$ cat src/rtl/mips_pkg.sv
// mips_pkg: shared constants for the MIPS pipeline front end.
//   - opcode constants used by decode/control
//   - default reset PC and the bubble instruction (sll $0,$0,0)
//   - fetch FSM state encoding
//   - opcode_of(): extracts the primary opcode field from an instruction
package mips_pkg;

   localparam logic [5:0] OP_ALU_R = 6'h00;
   localparam logic [5:0] OP_J     = 6'h02;
   localparam logic [5:0] OP_BEQ   = 6'h04;
   localparam logic [5:0] OP_ADDI  = 6'h08;
   localparam logic [5:0] OP_LW    = 6'h23;
   localparam logic [5:0] OP_SW    = 6'h2B;

   localparam logic [31:0] RESET_PC_DEFAULT = 32'h0000_0000;
   localparam logic [31:0] NOP_INSTR        = 32'h0000_0000;

   typedef enum logic [1:0] {
      FETCH_BOOT,
      FETCH_ISSUE,
      FETCH_WAIT,
      FETCH_HOLD
   } fetch_state_e;

   function automatic logic [5:0] opcode_of(input logic [31:0] instr);
      return instr[31:26];
   endfunction

endpackage

$ cat src/rtl/if_id_pipe_reg.sv
// if_id_pipe_reg: IF/ID pipeline register.
//   load_i  : capture {instr_i, pc_plus4_i} and mark valid
//   flush_i : turn the stage into a bubble (valid=0, instr=NOP); wins over load_i
//   neither : hold (this is how a stall keeps IF/ID stable)
// Ports:
//   clk, arst_n            clock, asynchronous active-low reset (resets to a bubble)
//   load_i, flush_i        control
//   instr_i, pc_plus4_i    fetched instruction and its PC+4
//   valid_o, instr_o       IF/ID contents
//   pc_plus4_o, opcode_o   PC+4 of instr_o, instr_o[31:26]
module if_id_pipe_reg
   import mips_pkg::*;
#(
   parameter int unsigned   PC_WIDTH  = 32,
   parameter logic [31:0]   NOP_INSTR = mips_pkg::NOP_INSTR
) (
   input  logic                clk,
   input  logic                arst_n,
   input  logic                load_i,
   input  logic                flush_i,
   input  logic [31:0]         instr_i,
   input  logic [PC_WIDTH-1:0] pc_plus4_i,
   output logic                valid_o,
   output logic [31:0]         instr_o,
   output logic [PC_WIDTH-1:0] pc_plus4_o,
   output logic [5:0]          opcode_o
);

   logic                valid_d, valid_q;
   logic [31:0]         instr_d, instr_q;
   logic [PC_WIDTH-1:0] pc_plus4_d, pc_plus4_q;

   always_comb begin
      valid_d    = valid_q;
      instr_d    = instr_q;
      pc_plus4_d = pc_plus4_q;
      if (flush_i) begin
         valid_d = 1'b0;
         instr_d = NOP_INSTR;
      end else if (load_i) begin
         valid_d    = 1'b1;
         instr_d    = instr_i;
         pc_plus4_d = pc_plus4_i;
      end
   end

   always_ff @(posedge clk or negedge arst_n) begin
      if (!arst_n) begin
         valid_q    <= 1'b0;
         instr_q    <= NOP_INSTR;
         pc_plus4_q <= '0;
      end else begin
         valid_q    <= valid_d;
         instr_q    <= instr_d;
         pc_plus4_q <= pc_plus4_d;
      end
   end

   assign valid_o    = valid_q;
   assign instr_o    = instr_q;
   assign pc_plus4_o = pc_plus4_q;
   assign opcode_o   = opcode_of(instr_q);

endmodule

$ cat src/rtl/instruction_fetch_unit.sv
// instruction_fetch_unit: IF stage. Owns the PC, fetches over a req/valid
// handshake (one outstanding request), and fills the IF/ID register.
// Ports:
//   clk, arst_n                 clock, asynchronous active-low reset
//   imem_req, imem_addr         one-cycle request strobe and fetch address (= pc)
//   imem_rdata, imem_valid      instruction response
//   stall                       hold PC and IF/ID
//   branch_taken, branch_target redirect (priority over jump)
//   jump, jump_target           redirect
//   if_id_valid, if_id_instr    IF/ID contents (NOP when invalid)
//   if_id_pc_plus4, if_id_opcode
// A response that arrives while stalled is parked in a one-entry skid
// buffer (HOLD) and forwarded once the stall drops. A redirect while a
// request is outstanding marks that response for discard.
module instruction_fetch_unit
   import mips_pkg::*;
#(
   parameter int unsigned   PC_WIDTH  = 32,
   parameter logic [31:0]   RESET_PC  = mips_pkg::RESET_PC_DEFAULT,
   parameter logic [31:0]   NOP_INSTR = mips_pkg::NOP_INSTR
) (
   input  logic                clk,
   input  logic                arst_n,
   output logic                imem_req,
   output logic [PC_WIDTH-1:0] imem_addr,
   input  logic [31:0]         imem_rdata,
   input  logic                imem_valid,
   input  logic                stall,
   input  logic                branch_taken,
   input  logic [PC_WIDTH-1:0] branch_target,
   input  logic                jump,
   input  logic [PC_WIDTH-1:0] jump_target,
   output logic                if_id_valid,
   output logic [31:0]         if_id_instr,
   output logic [PC_WIDTH-1:0] if_id_pc_plus4,
   output logic [5:0]          if_id_opcode
);

   fetch_state_e        state_d, state_q;
   logic [PC_WIDTH-1:0] pc_d, pc_q;
   logic [31:0]         buf_d, buf_q;
   logic                discard_d, discard_q;
   logic                req_d, req_q;

   logic                redirect;
   logic [PC_WIDTH-1:0] redirect_raw;
   logic [PC_WIDTH-1:0] redirect_pc;
   logic [PC_WIDTH-1:0] pc_plus4;
   logic                ifid_load;
   logic                ifid_flush;
   logic [31:0]         ifid_instr;

   assign redirect     = branch_taken | jump;
   assign redirect_raw = branch_taken ? branch_target : jump_target;
   assign redirect_pc  = redirect_raw & ~PC_WIDTH'(3);
   assign pc_plus4     = pc_q + PC_WIDTH'(4);

   always_comb begin
      state_d    = state_q;
      pc_d       = pc_q;
      buf_d      = buf_q;
      discard_d  = discard_q;
      ifid_load  = 1'b0;
      ifid_flush = 1'b0;
      ifid_instr = imem_rdata;

      if (redirect) begin
         pc_d       = redirect_pc;
         ifid_flush = 1'b1;
         buf_d      = '0;
      end

      unique case (state_q)
         FETCH_BOOT: begin
            state_d = FETCH_ISSUE;
         end
         FETCH_ISSUE: begin
            // The request goes out this cycle, so a redirect now must drop its response.
            state_d = FETCH_WAIT;
            if (redirect) discard_d = 1'b1;
         end
         FETCH_WAIT: begin
            if (redirect) begin
               if (imem_valid) begin
                  discard_d = 1'b0;
                  state_d   = FETCH_ISSUE;
               end else begin
                  discard_d = 1'b1;
               end
            end else if (imem_valid) begin
               if (discard_q) begin
                  discard_d = 1'b0;
                  state_d   = FETCH_ISSUE;
               end else if (!stall) begin
                  ifid_load = 1'b1;
                  pc_d      = pc_plus4;
                  state_d   = FETCH_ISSUE;
               end else begin
                  buf_d   = imem_rdata;
                  state_d = FETCH_HOLD;
               end
            end
         end
         FETCH_HOLD: begin
            if (redirect) begin
               state_d = FETCH_ISSUE;
            end else if (!stall) begin
               ifid_load  = 1'b1;
               ifid_instr = buf_q;
               pc_d       = pc_plus4;
               state_d    = FETCH_ISSUE;
            end
         end
         default: state_d = FETCH_BOOT;
      endcase

      req_d = (state_d == FETCH_ISSUE);
   end

   always_ff @(posedge clk or negedge arst_n) begin
      if (!arst_n) begin
         state_q   <= FETCH_BOOT;
         pc_q      <= RESET_PC[PC_WIDTH-1:0];
         buf_q     <= '0;
         discard_q <= 1'b0;
         req_q     <= 1'b0;
      end else begin
         state_q   <= state_d;
         pc_q      <= pc_d;
         buf_q     <= buf_d;
         discard_q <= discard_d;
         req_q     <= req_d;
      end
   end

   assign imem_req  = req_q;
   assign imem_addr = pc_q;

   if_id_pipe_reg #(
      .PC_WIDTH  (PC_WIDTH),
      .NOP_INSTR (NOP_INSTR)
   ) u_if_id (
      .clk        (clk),
      .arst_n     (arst_n),
      .load_i     (ifid_load),
      .flush_i    (ifid_flush),
      .instr_i    (ifid_instr),
      .pc_plus4_i (pc_plus4),
      .valid_o    (if_id_valid),
      .instr_o    (if_id_instr),
      .pc_plus4_o (if_id_pc_plus4),
      .opcode_o   (if_id_opcode)
   );

   // A response is only legal while one is outstanding. BOOT is exempt: a
   // request in flight when reset hit may still land there and is ignored.
   a_valid_only_when_outstanding: assert property (
      @(posedge clk) disable iff (!arst_n)
      imem_valid |-> (state_q == FETCH_WAIT || state_q == FETCH_BOOT)
   );

endmodule

$ cat config.mk
export PLATFORM = sky130hd
export DESIGN_NAME = instruction_fetch_unit
export DESIGN_NICKNAME = d
export VERILOG_FILES = /design/src/rtl/mips_pkg.sv /design/src/rtl/if_id_pipe_reg.sv /design/src/rtl/instruction_fetch_unit.sv
export SDC_FILE = /design/constraint.sdc
export NUM_CORES = 1
export LEC_CHECK = 0
export CAP_MARGIN = 10
export CELL_PAD_IN_SITES_DETAIL_PLACEMENT = 0
export CELL_PAD_IN_SITES_GLOBAL_PLACEMENT = 2
export CORE_MARGIN = 2
export CORE_UTILIZATION = 25
export CTS_CLUSTER_SIZE = 12
export DETAILED_ROUTE_END_ITERATION = 7
export PLACE_DENSITY = 0.78
export SYNTH_ARGS = -nofsm -noshare
export SYNTH_HDL_FRONTEND = slang
export SYNTH_SLANG_ARGS = --single-unit
$ cat constraint.sdc
create_clock -name clk -period 1.7 [get_ports clk]
set_input_delay 0.34 -clock clk [delete_from_list [all_inputs] [get_ports clk]]
set_output_delay 0.34 -clock clk [all_outputs]
set_load 0.1 [all_outputs]
==> run metrics <==
global-route wire length before repair=45300 um; Worst EP required=2.07 ns; number of global-route vias before repair=7850; failing checks=setup timing; # Max-Cap Violations=0; FF+latch count, synth=133; layout cell share with drive strength beyond 1=40.5%; Final Wtd Congestion=0.858; leakage=5.84 nW; Cell variety after synth=61; post-synthesis sequential area ratio=44.0%; Core Area=29700 um^2; Reg clk slew, reported paths=0.07 ns; fin. max-slew vios=0; WS Path Type=reg2reg; FFs w/ async S/R, synth=100%; synth top area cells=dfrtp_1, nand2_1, a311oi_1; n_diodes=0; wire per inst=18.9 um; Top Usage Layer GRT=met2; crit path DAT=2.21 ns; vias per cell=4.83; Final Skew=0.0156 ns; Syn-to-layout area delta=87.6%; Die Area=31600 um^2; root buffer cell=clkbuf_16; Critical Path Slowest Stage Cell=or4_1; number of buffers and inverters on the critical path=1; Mapped Cells=891; Final Critical Period=1.84 ns; clk sinks=133; # port buffers=201; EDFF count, synth=0; pwr dens=1410 nW/um^2; drt pass-1 iters=4; DP Wirelength=21200 um; Post-synth top flop=dfrtp_1; GRT Overall Usage=18.8%; Slew Limit Headroom=75.6%; Die Y=178 um; IO Count=206; Syn Std Cell Area=7560 um^2; Design Area, Final=14200 um^2; Avg Cell Area, Syn=8.48 um^2; Skew-Pair Late Insertion Delay=0.44 ns; area leader, netlist=dfrtp_1; total CTS buffers=17; CP cell instances=nand4_1 -> buf_6 -> or3_1 -> or4_1 -> a21oi_2 -> o31a_1; Crit path largest cell delay=0.50 ns; syn nets=994; H-tree depth=4; Worst Slack Setup Final=-0.139 ns; Layout Cells excl Fill=1623; worst vdd rail ir drop=0.678 mV; total wire length=30600 um; Remaining Overflow, GRT=0; actual slew at the worst max-slew pin=0.365 ns; Max FO, Critical Path=6; maximum number of pins on one net before global-route repair=66; Final #Nets=1323; grt met3 use=4.65%; # DRC=0; delay-heaviest family, CP=simple AND/OR/NAND/NOR gates; Area after DPL=12400 um^2; initial antenna violation count=2; fillers=2771; Synth Warn #=0; Site Rows=63; CTS tree=done; status=finished, violations left; ANT nets after route=0; unrepaired setup endpoints after global routing=yes; initial DRC count=474; Initial Util=25.4%; Final Setup Violations=17; clock buffer depth=2; placed cells=1554; Crit. End Element=register; Hold Path Class=in2async; Final Cycle Share=108%; post-synth top area share=44.0%; met2 usage=30.6%; via count=7839; fmax=0.544 GHz; Hold Fails Final Rpt=0; GRT met1 Usage=24.6%; Setup crit start kind=register; die width=178 um
-- through the flow --
| step | setup TNS [ns] | worst slack [ns] | total power, mW | hold WS [ns] | util, % |
|---|---|---|---|---|---|
| after floorplan | -6.51 | -0.349 | 10.5 | 0.0444 | - |
| after global placement | -56.72 | -0.531 | 15.1 | 0.227 | 41.6 |
| after detailed placement | -59.58 | -0.635 | 15.1 | 0.223 | 41.6 |
| after CTS | -0.941 | -0.117 | 19.3 | 0.352 | 44.7 |
| after global routing | -3.62 | -0.223 | 20.7 | 0.364 | 47.7 |
| final | -0.924 | -0.139 | 20.0 | 0.353 | 47.7 |
-- layout by cell type (no fill, tap or decap), types with 12 or more instances in the layout --
master / instances
a311oi_2: 18
o21ai_1: 18
nand2_1: 188
a311oi_1: 17
mux2i_1: 15
o21ai_0: 39
inv_1: 12
nor2_2: 23
xnor2_1: 31
clkbuf_16: 25
a21oi_1: 50
or3_1: 15
buf_6: 35
dfrtp_1: 105
nor2_1: 28
dfrtp_4: 23
clkdlybuf4s50_1: 93
buf_12: 123
nand4_1: 19
buf_4: 133
-- synth_stat cells, types with 4 or more instances --
library cell  count
nand2_1         191
dfrtp_1         133
nor2_1           62
o21ai_0          56
a21oi_1          52
clkbuf_1         52
a311oi_1         35
xnor2_1          33
nand3_1          19
nand4_1          19
nor3_1           16
buf_2            15
mux2i_1          15
or3_1            15
buf_4            12
inv_1            12
and2_1           11
a31oi_1          10
and3_1           10
xor2_1            9
nand2b_1          8
buf_1             7
nor2b_1           7
o211ai_1          7
o31a_1            7
nor4_1            6
a2bb2oi_1         5
and4_1            5
mux2_2            5
nor4_2            5
a211oi_1          4
o31ai_1           4
-- flip-flops by register name, indices dropped and copies added (netlist names) --
register,count
state_q,2
discard_q,1
imem_req,1
imem_addr,32
u_if_id.instr_o,32
u_if_id.valid_o,1
u_if_id.pc_plus4_o,32
buf_q,32
-- power by group --
group | internal [mW] | leakage (nW) | switching, mW
registers | 3.81 | 1.70 | 0.713
logic | 4.42 | 3.84 | 6.98
clock network | 2.39 | 0.302 | 1.66
-- worst register-to-register path, stage by stage, from the launching register on --
cell and delay [ns]:
dfrtp_4 0.41, nand4_1 0.12, buf_6 0.16, or3_1 0.32
or4_1 0.50, a21oi_2 0.13, o31a_1 0.13
-- timing repair --
item | in CTS | in global routing
gates cloned | 1 | 10
resized for setup | 44 | 134
hold endpoints to repair | 19 | 0
hold buffers | 1 | 0
pin swaps | 19 | 55
setup buffers | 6 | 20
endpoints found under the setup margin | 119 | 112
-- layer usage --
metal | vias up | wire [um]
li1 | 3780 | -
met1 | 3782 | 13200
met2 | 242 | 14800
met3 | 33 | 2060
met4 | 2 | 517
met5 | - | 13
-- kinds of logic (layout without fill, tap and decap cells) --
group,count (synthesis),after routing,synth area share (%)
compound gates,208,208,18.2
xor+xnor,42,42,4.87
fa+ha+maj,1,1,0.166
buf+inv,101,442,5.91
flops,133,133,44.0
mux,20,20,2.73
simple gates,386,387,24.1
-- final timing paths --
check	from	end	slack, ns	cells after the start
worst max-delay path	imem_addr[20]$_DFF_PN0_	imem_addr[24]$_DFF_PN0_	-0.14	6
worst min register to register	buf_q[2]$_DFF_PN0_	buf_q[2]$_DFF_PN0_	0.52	2
max in group asynchronous	arst_n	imem_addr[2]$_DFF_PN0_	0.72	3
min in group clk	branch_taken	imem_addr[27]$_DFF_PN0_	0.36	4
worst max register to register	imem_addr[20]$_DFF_PN0_	imem_addr[24]$_DFF_PN0_	-0.14	6
worst min-delay path	arst_n	u_if_id.pc_plus4_o[11]$_DFFE_PN0P_	0.35	2
-- layout make-up --
cell class                 count  area [um^2]  share of cell area [%]
multi-input combinational    658         4550                    32.1
clock inverter                14          189                    1.33
tap                          390          488                    3.44
clock buffer                  18          439                    3.10
inverter                      12         45.0                   0.318
sequential                   133         3420                    24.1
timing repair buffer         398         5050                    35.6
Note: power is estimated with default switching activity, not from simulation.
==> edit, RTL diff (same settings) <==
Make the reset (`arst_n`) synchronous in 2 clocked blocks. Comments in the files are not updated.
--- a/src/rtl/if_id_pipe_reg.sv
+++ b/src/rtl/if_id_pipe_reg.sv
@@ -46,3 +46,3 @@
 
-   always_ff @(posedge clk or negedge arst_n) begin
+   always_ff @(posedge clk) begin
       if (!arst_n) begin
--- a/src/rtl/instruction_fetch_unit.sv
+++ b/src/rtl/instruction_fetch_unit.sv
@@ -119,3 +119,3 @@
 
-   always_ff @(posedge clk or negedge arst_n) begin
+   always_ff @(posedge clk) begin
       if (!arst_n) begin
Behaviour: differs if arst_n is asserted again (counterexample within 4 cycles, from zero or initial values and one cycle with arst_n low); with arst_n held inactive, the same outputs for 4 cycles.
==> edit against the unedited design <==
  * The run still ends with setup timing left
  * Critical endpoint is now imem_addr[25]$_SDFF_PN0_
  * Wire length shrank 17%
  * Fmax shrank 9.6%
  * Critical path depth stayed put
  * Sequential cell count did not move
  * Largest cell class unchanged
  * Highest routed layer is now met4
  * Synthesized area shrank 13%
  * Worst setup slack got worse by 0.20 ns
  * Design area shrank 14%
  * Sequential share of layout area fell by 1.5 points
Power is not compared: it rests on default switching activity, and its combinational part moved more than twofold at a synthesized area within 25%.
==> edit: results (changes against the unedited design) <==
[sta]
worstMarginPinSlew_ns=0.3886  ; +0.02337 ns
finalSetupViolations=26  ; +9
skew_ns=0.008510  ; -0.007090 ns
fin_ws_ns=-0.3349  ; -0.1954 ns

[synth]
synth_common_cells=dfxtp_1, nand2_1, nor2_1
synth-xor-area-share_pct=7.031  ; +2.2 points
async_flop_share_pct=0  ; -100 points
synth_adder_area_share_pct=0.1895  ; +0.024 points
synthMuxAreaShare_pct=0.9286  ; -1.8 points
synth_fp_nets=945  ; -4.9%
synth_ff_type=dfxtp_1
ys_seq_area_share_pct=40.33  ; -3.7 points
syn_avg_cell_area_um2=7.842  ; -7.5%
synth_compound_area_share_pct=19.12  ; +0.94 points
netlist_top_cells_area=dfxtp_1, nand2_1, nand3_1

[grt]
grt_use_total_pct=18.13  ; -0.63 points
antenna_found_initial=0  ; -2
grt_max_degree=53  ; -20%
grt_pass1_wl_mm=39.90  ; -12%

[drt]
num_vias=7074  ; -9.8%
drtIter0Drc=335  ; -29%
avgViaCountPerCell=4.783  ; -0.97%
first_pass_iters=5  ; +1

[final_layout]
layout-drive-gt1-share_pct=34.79  ; -5.7 points
fillers=2475  ; -11%

[cts]
cts_setup_buffers=15  ; +9

[worst_setup_path]
r2r_start=imem_addr[11]$_SDFF_PN0_
worstPathArrival_ns=2.34  ; +0.13 ns
max_stage_delay_ns=0.48  ; -0.02 ns
criticalPathCategory=reg2reg
cp_slowest_cell=or4_4

[outcome]
status=complete, but fails checks
violations=setup timing

[worst_hold_path]
hp-class=reg2reg

[place]
place_ws_ns=-0.5461  ; +0.08852 ns
gp_congestion=0.8079  ; -5.9%
dp_hpwl_mm=18.04  ; -15%
post_dp_cell_area_mm2=0.01102  ; -11%
dp_cells=1421  ; -8.6%

-- edit: cell types whose count changed after synthesis, moves of 9 or more --
cell,delta
or3_1,-13
dfxtp_1,+133
dfrtp_1,-133
mux2i_1,-10
nand3_1,+55
nor2_1,+29
a31oi_1,-9
o21ai_0,-25
a21oi_1,+15
xor2_1,+14
nand2_1,-73
nand4_1,-9
a211oi_1,+19
-- edit: power groups by stage --
stage	logic [mW]	clock network, mW	registers [mW]
finish	2.28	3.64	3.31
global route	2.40	3.86	3.33
CTS	2.23	3.73	3.31
detailed placement	2.16	0	3.38
global placement	2.15	0	3.37
floorplan	0.594	0	3.93
-- edit: final timing paths --
check / end / slack, ns / depth (start not counted)
min: buf_q[31]$_SDFF_PN0_ / 0.46 / 2
max reg2reg: imem_addr[25]$_SDFF_PN0_ / -0.33 / 6
min reg2reg: buf_q[31]$_SDFF_PN0_ / 0.46 / 2
max: imem_addr[25]$_SDFF_PN0_ / -0.33 / 6
-- edit: layer usage --
metal	track usage (%)	up-vias	part of all wire, %
met4	4.048	0	1.2
met5	0	-	0
met3	4.444	23	5.5
met2	29.32	190	46
met1	24.46	3319	47
li1	-	3542	-
-- edit: cells by family (layout without fill, tap and decap cells) --
logic type      count (synthesis)  count (layout)
flops                         133             133
simple gates                  355             355
compound gates                194             194
xor+xnor                       53              53
buf+inv                       100             402
fa+ha+maj                       1               1
mux                             6               6
-- edit: layout make-up --
type	count	area [um^2]	share of cell area, %
inverter	15	56.30	0.4608
timing repair buffer	356	4476	36.63
clock inverter	7	66.31	0.5427
clock buffer	24	504.2	4.127
multi-input combinational	609	3938	32.22
tap	335	419.2	3.430
sequential	133	2760	22.59
